File: src/rtl/uart_pkg.sv
// uart_pkg: shared types and baud-rate helpers for the UART receive path.
package uart_pkg;

  // Deframer states, in the order a well-formed frame visits them.
  typedef enum logic [2:0] {
    IDLE,
    START,
    DATA,
    STOP,
    BREAK
  } rx_state_t;

  localparam int unsigned DEFAULT_CLK_HZ = 48_000_000;
  localparam int unsigned DEFAULT_BAUD   = 115_200;
  localparam int unsigned DATA_BITS      = 8;

  // Clocks per bit, truncated (416 at 48 MHz / 115200).
  function automatic int unsigned bit_div(input int unsigned clk_hz, input int unsigned baud);
    return clk_hz / baud;
  endfunction

  // Clocks from the start edge to the middle of the start bit.
  function automatic int unsigned half_div(input int unsigned clk_hz, input int unsigned baud);
    return bit_div(clk_hz, baud) / 2;
  endfunction

endpackage

File: src/rtl/uart_rx_fifo.sv
// uart_rx_fifo: small synchronous first-word-fall-through FIFO for received bytes.
// The head byte is held in a register so head_data is clean from reset and only
// moves on clock edges. A push into a full FIFO is dropped and flagged, unless a
// pop happens in the same cycle, which frees the slot the push needs.
module uart_rx_fifo
  import uart_pkg::*;
#(
  parameter int unsigned WIDTH = 8,
  parameter int unsigned DEPTH = 4
) (
  input  logic             clk_48mhz,
  input  logic             reset,
  input  logic             push_valid,
  input  logic [WIDTH-1:0] push_data,
  input  logic             pop_ready,
  output logic [WIDTH-1:0] head_data,
  output logic             head_valid,
  output logic             overrun
);

  localparam int unsigned AW = $clog2(DEPTH);
  localparam int unsigned CW = AW + 1;
  localparam logic [CW-1:0] FULL_CNT = CW'(DEPTH);
  localparam logic [CW-1:0] ONE_CNT  = CW'(1);

  logic [WIDTH-1:0] mem [DEPTH];
  logic [AW-1:0]    wr_ptr;
  logic [AW-1:0]    rd_ptr;
  logic [AW-1:0]    rd_next;
  logic [CW-1:0]    count;
  logic [WIDTH-1:0] head_q;
  logic [WIDTH-1:0] head_n;
  logic             full;
  logic             empty;
  logic             pop;
  logic             push_ok;
  logic             drop;

  assign empty      = (count == '0);
  assign full       = (count == FULL_CNT);
  assign head_valid = !empty;
  assign head_data  = head_q;
  assign rd_next    = rd_ptr + AW'(1);

  // Pop only a real entry; a push into a full FIFO survives only alongside a pop.
  assign pop     = head_valid && pop_ready;
  assign push_ok = push_valid && (!full || pop);
  assign drop    = push_valid && full && !pop;

  // Storage array: write-only on accepted pushes.
  // NOTE: the storage array has no reset; nothing reads a slot before it is written,
  // and leaving it out keeps the array mappable onto plain RAM/flop arrays.
  always_ff @(posedge clk_48mhz) begin
    if (push_ok) begin
      mem[wr_ptr] <= push_data;
    end
  end

  // Pick the head value the next cycle will present.
  always_comb begin
    // NOTE: every always_comb output gets a default first so no path leaves it
    // unassigned, which is what would otherwise infer a latch.
    head_n = head_q;
    if (empty) begin
      if (push_ok) begin
        head_n = push_data;
      end
    end else if (pop) begin
      if (count == ONE_CNT) begin
        // Last entry leaves; a simultaneous push becomes the new head, otherwise
        // the stale head is simply held.
        if (push_ok) begin
          head_n = push_data;
        end
      end else begin
        head_n = mem[rd_next];
      end
    end
  end

  // Pointers, occupancy, head register and overrun pulse.
  always_ff @(posedge clk_48mhz or posedge reset) begin
    // NOTE: sequential state uses non-blocking assignments so every flop samples
    // the pre-edge values, independent of statement order.
    if (reset) begin
      wr_ptr  <= '0;
      rd_ptr  <= '0;
      count   <= '0;
      head_q  <= '0;
      overrun <= 1'b0;
    end else begin
      head_q  <= head_n;
      overrun <= drop;
      if (push_ok) begin
        wr_ptr <= wr_ptr + AW'(1);
      end
      if (pop) begin
        rd_ptr <= rd_next;
      end
      unique case ({push_ok, pop})
        2'b10:   count <= count + ONE_CNT;
        2'b01:   count <= count - ONE_CNT;
        default: count <= count;
      endcase
    end
  end

endmodule

File: src/rtl/uart_rx_deframer.sv
// uart_rx_deframer: 8N1 UART receiver. Synchronises the Rx pin, qualifies the
// start bit at mid-bit, samples eight data bits LSB first at mid-bit, checks the
// stop bit and queues good bytes in a FWFT FIFO drained by a valid/ready port.
// Reset asserts asynchronously; its release is expected to be synchronised
// to clk_48mhz upstream.
module uart_rx_deframer
  import uart_pkg::*;
#(
  parameter int unsigned CLK_HZ     = DEFAULT_CLK_HZ,
  parameter int unsigned BAUD       = DEFAULT_BAUD,
  parameter int unsigned FIFO_DEPTH = 4
) (
  input  logic       clk_48mhz,
  input  logic       reset,
  input  logic       rx_in,
  output logic [7:0] rx_data,
  output logic       rx_valid,
  input  logic       rx_ready,
  output logic       frame_err,
  output logic       overrun,
  output logic       busy
);

  localparam int unsigned BIT_DIV  = bit_div(CLK_HZ, BAUD);
  localparam int unsigned HALF_DIV = half_div(CLK_HZ, BAUD);
  localparam int unsigned TW       = $clog2(BIT_DIV);

  localparam logic [TW-1:0] BIT_RELOAD  = TW'(BIT_DIV - 1);
  localparam logic [TW-1:0] HALF_RELOAD = TW'(HALF_DIV - 1);
  localparam logic [2:0]    LAST_BIT    = 3'(DATA_BITS - 1);

  // Synchroniser
  logic rx_meta;
  logic rx_s;

  // Bit timer
  logic [TW-1:0] bit_cnt;
  logic          tick;
  logic          load_half;
  logic          load_bit;

  // Deframer
  rx_state_t  state;
  rx_state_t  state_n;
  logic [2:0] bit_idx;
  logic [7:0] shreg;
  logic       shift_en;
  logic       bit_clr;
  logic       push;
  logic       ferr_set;

  // Two-flop synchroniser; resets to the idle (high) line level.
  always_ff @(posedge clk_48mhz or posedge reset) begin
    if (reset) begin
      rx_meta <= 1'b1;
      rx_s    <= 1'b1;
    end else begin
      rx_meta <= rx_in;
      rx_s    <= rx_meta;
    end
  end

  assign tick = (bit_cnt == '0);

  // Bit timer: the FSM reloads it on phase changes, otherwise it free-runs one bit period per tick.
  always_ff @(posedge clk_48mhz or posedge reset) begin
    if (reset) begin
      bit_cnt <= '0;
    end else if (load_half) begin
      bit_cnt <= HALF_RELOAD;
    end else if (load_bit || tick) begin
      bit_cnt <= BIT_RELOAD;
    end else begin
      bit_cnt <= bit_cnt - TW'(1);
    end
  end

  // Deframer state register.
  always_ff @(posedge clk_48mhz or posedge reset) begin
    if (reset) begin
      state <= IDLE;
    end else begin
      state <= state_n;
    end
  end

  // Next-state and control strobes for the deframer.
  always_comb begin
    state_n   = state;
    load_half = 1'b0;
    load_bit  = 1'b0;
    shift_en  = 1'b0;
    bit_clr   = 1'b0;
    push      = 1'b0;
    ferr_set  = 1'b0;
    unique case (state)
      IDLE: begin
        if (!rx_s) begin
          load_half = 1'b1;
          state_n   = START;
        end
      end
      START: begin
        if (tick) begin
          if (rx_s) begin
            // Line back high at mid start bit: a glitch, silently ignored.
            state_n = IDLE;
          end else begin
            load_bit = 1'b1;
            bit_clr  = 1'b1;
            state_n  = DATA;
          end
        end
      end
      DATA: begin
        if (tick) begin
          shift_en = 1'b1;
          if (bit_idx == LAST_BIT) begin
            load_bit = 1'b1;
            state_n  = STOP;
          end
        end
      end
      STOP: begin
        if (tick) begin
          if (rx_s) begin
            push    = 1'b1;
            state_n = IDLE;
          end else begin
            ferr_set = 1'b1;
            state_n  = BREAK;
          end
        end
      end
      BREAK: begin
        // Hold here until the line idles so a long break flags only once.
        if (rx_s) begin
          state_n = IDLE;
        end
      end
      default: begin
        state_n = IDLE;
      end
    endcase
  end

  // Data shift register (LSB arrives first, so shift right) and bit index.
  always_ff @(posedge clk_48mhz or posedge reset) begin
    if (reset) begin
      shreg   <= '0;
      bit_idx <= '0;
    end else if (bit_clr) begin
      bit_idx <= '0;
    end else if (shift_en) begin
      shreg   <= {rx_s, shreg[7:1]};
      bit_idx <= bit_idx + 3'd1;
    end
  end

  // Registered one-cycle frame error pulse.
  always_ff @(posedge clk_48mhz or posedge reset) begin
    if (reset) begin
      frame_err <= 1'b0;
    end else begin
      frame_err <= ferr_set;
    end
  end

  assign busy = (state != IDLE);

  uart_rx_fifo #(
    .WIDTH (8),
    .DEPTH (FIFO_DEPTH)
  ) u_fifo (
    .clk_48mhz  (clk_48mhz),
    .reset      (reset),
    .push_valid (push),
    .push_data  (shreg),
    .pop_ready  (rx_ready),
    .head_data  (rx_data),
    .head_valid (rx_valid),
    .overrun    (overrun)
  );

endmodule

File: config.mk
export PLATFORM = sky130hd
export DESIGN_NAME = uart_rx_deframer
export DESIGN_NICKNAME = d
export VERILOG_FILES = /design/src/rtl/uart_pkg.sv /design/src/rtl/uart_rx_fifo.sv /design/src/rtl/uart_rx_deframer.sv
export SDC_FILE = /design/constraint.sdc
export NUM_CORES = 1
export LEC_CHECK = 0
export CAP_MARGIN = 20
export CORE_MARGIN = 1.5
export CORE_UTILIZATION = 60
export CTS_CLUSTER_SIZE = 10
export DETAILED_ROUTE_END_ITERATION = 16
export PLACE_DENSITY_LB_ADDON = 0.05
export SETUP_SLACK_MARGIN = 0.15
export SLEW_MARGIN = 15
export SYNTH_ARGS = -nofsm -noshare
export SYNTH_HDL_FRONTEND = slang
export SYNTH_SLANG_ARGS = --single-unit
File: constraint.sdc
create_clock -name clk_48mhz -period 3.8 [get_ports clk_48mhz]
set_input_delay 0.95 -clock clk_48mhz [delete_from_list [all_inputs] [get_ports clk_48mhz]]
set_output_delay 0.95 -clock clk_48mhz [all_outputs]
set_load 0.01 [all_outputs]
==> out/metrics.cfg, run 1 <==
[sta]
worst_slew_pin_slew_ns = 0.900
fin_skew_ns = 0.00991
fin_crit_sh = 0.776
rsz0062_at_grt = no
max_slew_margin = 0.394
final.min_clock_period_ns = 2.95
finalSetupViolations = 0
hold_viol = 0
slew_violations = 0
tns_ns = 0
max_freq_ghz = 0.339

[cells_and_area]
design_area_um2 = 3710
n_antenna_cell = 0
layout-area-overhead-vs-synth_pct = 14.8
fin_cells = 324
drive_gt1_frac = 0.161
final_util = 0.721
finalNetCount = 265

[clock_network]
clock_latency_ns = 0.34
ctsResizeCount = 0
clock_sinks = 74
cts_buffer_depth = 2
cts_tree = yes
cts-root-buf = clkbuf_8
cts_setup_buffers = 0
cts_made_buffers = 9
cts-htree-levels = 3
cts_hold_buf = 0
path_clk_slew_ns = 0.08

[logic_synthesis]
async_flop_share = 0.568
synth.area.top_cells = dfrtp_1 (31%), edfxtp_1 (30%), mux4_2 (5.6%)
yosysWarnings = 0
synth_edf_count = 32
ys.flop_type = dfrtp_1
ys_seq_area_frac = 0.624
syn_area_per_cell_um2 = 14.2
yosysTopAreaCell = dfrtp_1
yosysUniqueCellTypes = 42
synth_top_area_frac = 0.310
syn-num-nets = 243
syn_inst = 227
ys_ff_latch = 74
syn-cell-area_um2 = 3230

[run_status]
status = finished, final reports clean

[grt]
use_met2 = 0.384
grt.busiest_layer = met2
grt_antenna_before_repair = 0
grtUsageMet1 = 0.292
grt_overflow = 0
use_met3 = 0.0359
grtUsageTotal = 0.227
grt_max_degree = 27
grt_pass1_vias = 1974
grt_pass1_wl_mm = 9.95

[floorplanning]
placementRows = 26
start_util = 0.628
fp.dieH_um = 76.4
die_w_um = 76.4
ios = 16
core_region_area_um2 = 5140
die_area_um2 = 5830

[hold_path]
hold_end = rx_s
worstHoldStart = rx_meta
whs_path_depth = 0
hold_class = reg2reg

[power_and_ir_drop]
p_leak_nw = 1.54
power_density_nw_per_um2 = 569
total_power_mw = 2.11
peakVddDrop_mv = 0.370
switchingPower_uw = 566
p_int_mw = 1.54
switching_share = 0.268
clkPwrFrac = 0.325
combPwrFrac = 0.199
seqPwrFrac = 0.476

[drt]
vias = 1860
post_drt_wl_per_cell_um = 18.1
dr.pass1.iters = 4
ant_nets = 0
drtIter0Drc = 80
viasPerCell = 5.74
routed_wl_mm = 5.86
drc = 0

[worst_setup_path]
path_max_fanout = 12
reg2regPathDepth = 7
crit_path_end_kind = register
r2r_slack_ns = 0.98
arrival_ns = 3.22
r2r-start = bit_cnt[0]
crit_path_start_kind = primary input
critical_path.reg2reg.endpoint = u_fifo.head_data[2]
cp.required_ns = 4.07
crit_type = in2reg

[placement]
placed_area_um2 = 3450
placed_cells = 307
globalplace.congestion = 0.724
portBuffers = 15
hpwl_mm = 4.04

[flow_run]
drv_cap = 0

## cell type report
type / instances / area [um2]
clock buffers: 11 / 153
inverters: 9 / 33.8
well taps: 70 / 87.6
repair buffers: 18 / 193
clock inverters: 5 / 76.3
multi-input cells: 137 / 1150
flip-flops and latches: 74 / 2010
fillers: 369 / 1430
## cells in the mapped netlist (all sizes together), types with 2 or more instances
library cell and number:
a21oi 4, and2 7, buf 4, clkbuf 3, dfrtp 40, dfstp 2, edfxtp 32, ha 12
inv 9, mux2 8, mux2i 5, mux4 8, nand2 18, nand3 2, nor2 12, nor2b 3
nor3 3, nor4 5, o21a 7, o21ai 9, o22a 7, or2 2, or3 2, xnor2 8
xor2 4
## power by group through the flow
| stage | combinational [mW] | sequential, mW | clock, mW |
|---|---|---|---|
| floorplan | 0.281 | 0.979 | 0 |
| global placement | 0.394 | 1.02 | 0 |
| detailed placement | 0.417 | 1.02 | 0 |
| CTS | 0.421 | 1.01 | 0.695 |
| global route | 0.466 | 1.02 | 0.730 |
| finish | 0.419 | 1.00 | 0.685 |
## how the worst max path moves through the flow
stage,to,from
finish,u_fifo.head_data[2],rx_ready
global route,u_fifo.count[2],rx_ready
CTS,u_fifo.head_data[2],rx_ready
detailed placement,u_fifo.head_data[7],rx_ready
global placement,u_fifo.head_data[4],rx_ready
floorplan,shreg[0],bit_cnt[0]
## sequential cells by signal (all words and copies together) (netlist names)
| register | cells |
|---|---|
| frame_err | 1 |
| u_fifo.count | 3 |
| u_fifo.overrun | 1 |
| u_fifo.mem | 32 |
| rx_meta | 1 |
| rx_s | 1 |
| u_fifo.head_data | 8 |
| bit_idx | 3 |
| bit_cnt | 9 |
| state | 3 |
| shreg | 8 |
| u_fifo.rd_ptr | 2 |
| u_fifo.wr_ptr | 2 |
## cells in the final DEF (no fill, tap or decap), types with 3 or more instances in the layout
cell,synthesis,layout
edfxtp_1,32,32
clkbuf_8,0,9
and2_1,5,5
nor2b_1,3,3
clkdlybuf4s50_1,0,15
xor2_1,4,4
nor4_1,3,3
a21oi_1,4,4
o22a_1,7,7
mux2_2,8,8
mux2i_1,5,5
ha_1,12,12
inv_1,9,9
mux4_2,8,8
dfrtp_1,40,40
nor2_1,12,12
nand2_1,17,17
o21a_1,7,7
o21ai_0,7,7
xnor2_1,8,8
## worst max-delay path, stage by stage
cell             delay [ns]
clkdlybuf4s50_1        0.57
and3b_1                0.23
nor4_4                 0.59
inv_1                  0.14
o21ai_1                0.54
o21a_1                 0.20
## stage by stage
stage,hold slack [ns],setup WS (ns)
final,0.359,0.850
after CTS,0.359,0.817
after global placement,0.345,0.647
after global routing,0.366,0.660
after floorplan,0.345,1.49
after detailed placement,0.348,0.488
## kinds of logic after synthesis
kind of cell,count (synthesis),synth area share
DFF,74,0.624
adders and majority gates,12,0.0465
xor gates and xnor gates,12,0.0326
buffers and inverters,16,0.0198
and+or+nand+nor,59,0.107
AOI/OAI and AO/OA,33,0.0709
muxes,21,0.0992
## metal layers
layer / share of wire / vias up
li1: - / 866
met1: 0.43 / 951
met2: 0.54 / 34
met3: 0.022 / 9
met4: 0.012 / 0
met5: 0 / -
No activity file was read; power rests on OpenSTA's default activity.
==> run 2, diff against run 1 <==
Settings changed: CORE_UTILIZATION 60 to 59.
Clock period 3.8 ns to 3 ns, I/O delays scaled along.
==> out/metrics.cfg, run 2 (synthesis gave the netlist of run 1 again) <==
[cells_and_area]
final_common_cell = dfrtp_1  ; unchanged
fillers = 357  ; was 369
regMostFlops = u_fifo.mem  ; unchanged
fin_cells = 328  ; was 324
n_antenna_cell = 0  ; unchanged
drive_gt1_frac = 0.174  ; was 0.161
final_cell_mix = dfrtp_1 (40), edfxtp_1 (32), nand2_1 (17)  ; unchanged
finalNetCount = 269  ; was 265
final_util = 0.719  ; was 0.721
layout-area-overhead-vs-synth_pct = 16.0  ; was 14.8%
top_regs = u_fifo.mem (32), bit_cnt (9)  ; unchanged
largest_register_ffs = 32  ; unchanged

[worst_setup_path]
path_max_fanout = 5  ; was 12
arrival_ns = 1.94  ; was 3.22 ns
crit_path_start_kind = register  ; was primary input
r2r-start = bit_cnt[0]  ; unchanged
crit_start = u_fifo.count[0]  ; was rx_ready
critical_path.reg2reg.endpoint = shreg[6]  ; was u_fifo.head_data[2]
cp.required_ns = 2.25  ; was 4.07 ns
r2r_slack_ns = 0.31  ; was 0.98 ns
crit_path_end_kind = primary output  ; was register
crit_end = rx_valid  ; was u_fifo.head_data[2]
crit_type = reg2out  ; was in2reg
reg2regPathDepth = 8  ; was 7

[drt]
drtIter0Drc = 170  ; was 80
post_drt_wl_per_cell_um = 18.4  ; was 18.1 um
viasPerCell = 5.83  ; was 5.74
drc = 0  ; unchanged
vias = 1911  ; was 1860
dr.pass1.iters = 4  ; unchanged
routed_wl_mm = 6.03  ; was 5.86 mm
ant_nets = 0  ; unchanged

[placement]
globalplace.congestion = 0.779  ; was 0.724
portBuffers = 15  ; unchanged
placed_cells = 310  ; was 307
hpwl_mm = 3.90  ; was 4.04 mm

[sta]
slew_violations = 0  ; unchanged
rsz0062_at_grt = no  ; unchanged
fin_skew_ns = 0.00956  ; was 0.00991 ns
hold_viol = 0  ; unchanged
max_slew_margin = 0.433  ; was 0.394
worst_slew_pin_slew_ns = 0.843  ; was 0.900 ns
finalSetupViolations = 0  ; unchanged
tns_ns = 0  ; unchanged
final.min_clock_period_ns = 2.69
max_freq_ghz = 0.371
fin_crit_sh = 0.898

[power_and_ir_drop]
power_density_nw_per_um2 = 735  ; was 569 nW/um2
p_leak_nw = 1.57  ; was 1.54 nW
peakVddDrop_mv = 0.623  ; was 0.370 mV

[grt]
grt_pass1_vias = 1967  ; was 1974
grtUsageTotal = 0.229  ; was 0.227
grt_max_degree = 43  ; was 27
grt_antenna_before_repair = 0  ; unchanged
grt_overflow = 0  ; unchanged
grt_pass1_wl_mm = 9.99  ; was 9.95 mm

[floorplanning]
die_w_um = 77.0  ; was 76.4 um
ios = 16  ; unchanged
core_region_area_um2 = 5200  ; was 5140 um2
fp.dieH_um = 77.0  ; was 76.4 um
placementRows = 26  ; unchanged
start_util = 0.620  ; was 0.628
die_area_um2 = 5920  ; was 5830 um2

[clock_network]
path_clk_slew_ns = 0.07  ; was 0.08 ns
cts-root-buf = clkbuf_8  ; unchanged
clock_sinks = 74  ; unchanged
cts_tree = yes  ; unchanged
clock_latency_ns = 0.35  ; was 0.34 ns
cts_made_buffers = 9  ; unchanged
cts_hold_buf = 0  ; unchanged
cts-htree-levels = 3  ; unchanged
cts_buffer_depth = 2  ; unchanged

[hold_path]
whs_path_depth = 0  ; unchanged
hold_class = reg2reg  ; unchanged

[run_status]
status = finished, final reports clean  ; unchanged

[flow_run]
drv_cap = 0  ; unchanged

-- run 2: report_power, final --
| part | internal, mW | switching (mW) |
|---|---|---|
| clock | 0.574 | 0.360 |
| sequential | 1.14 | 0.131 |
| combinational | 0.309 | 0.237 |
| total | 2.02 | 0.729 |
-- run 2: final cells by class --
class	count	area, um2	share of cell area
well taps	70	87.6	0.0234
clock buffers	11	141	0.0378
repair buffers	22	215	0.0575
clock inverters	5	103	0.0274
inverters	9	33.8	0.00902
multi-input cells	137	1150	0.307
flip-flops and latches	74	2010	0.538
-- run 2: how the worst min path moves through the flow --
stage | slack [ns] | endpoint | from
6_report | 0.36 | rx_s | rx_meta
2_1_floorplan | 0.35 | rx_s | rx_meta
4_1_cts | 0.36 | rx_s | rx_meta
5_1_grt | 0.37 | rx_s | rx_meta
3_5_place_dp | 0.35 | rx_s | rx_meta
3_3_place_gp | 0.35 | rx_s | rx_meta
-- run 2: worst max-delay path, stage by stage, from the launching register on --
cell	delay, ns
dfrtp_1	0.43
inv_1	0.10
ha_1	0.24
nor2b_1	0.24
inv_1	0.11
clkdlybuf4s50_1	0.49
-- run 2: timing repair --
action                                  CTS  global route
setup buffers                             0             2
endpoints found under the hold margin     0             0
resized for setup                         0             0
endpoints found under the setup margin    0            36
-- run 2: routing by layer --
layer / share of wire / track usage
met3: 0.051 / 0.0488
met5: 0 / 0
met4: 0.031 / 0.131
met1: 0.43 / 0.316
met2: 0.49 / 0.340
-- run 2: through the flow --
stage          cell area [um2]  worst slack (ns)  hold WS, ns  power (mW)
3_5_place_dp              3470            0.0711        0.349        1.84
5_1_grt                   3740             0.184        0.366        2.87
2_1_floorplan             3230             0.686        0.345        1.60
4_1_cts                   3720             0.207        0.360        2.78
6_report                  3740             0.305        0.358        2.75
3_3_place_gp              3470             0.214        0.347        1.80
==> run 3, diff against run 2 <==
Settings changed: CTS_CLUSTER_DIAMETER set to 80, SKIP_CTS_REPAIR_TIMING set to 1.
==> results of run 3 <==
Final layout, timing and power as in run 2 (identical DEF).
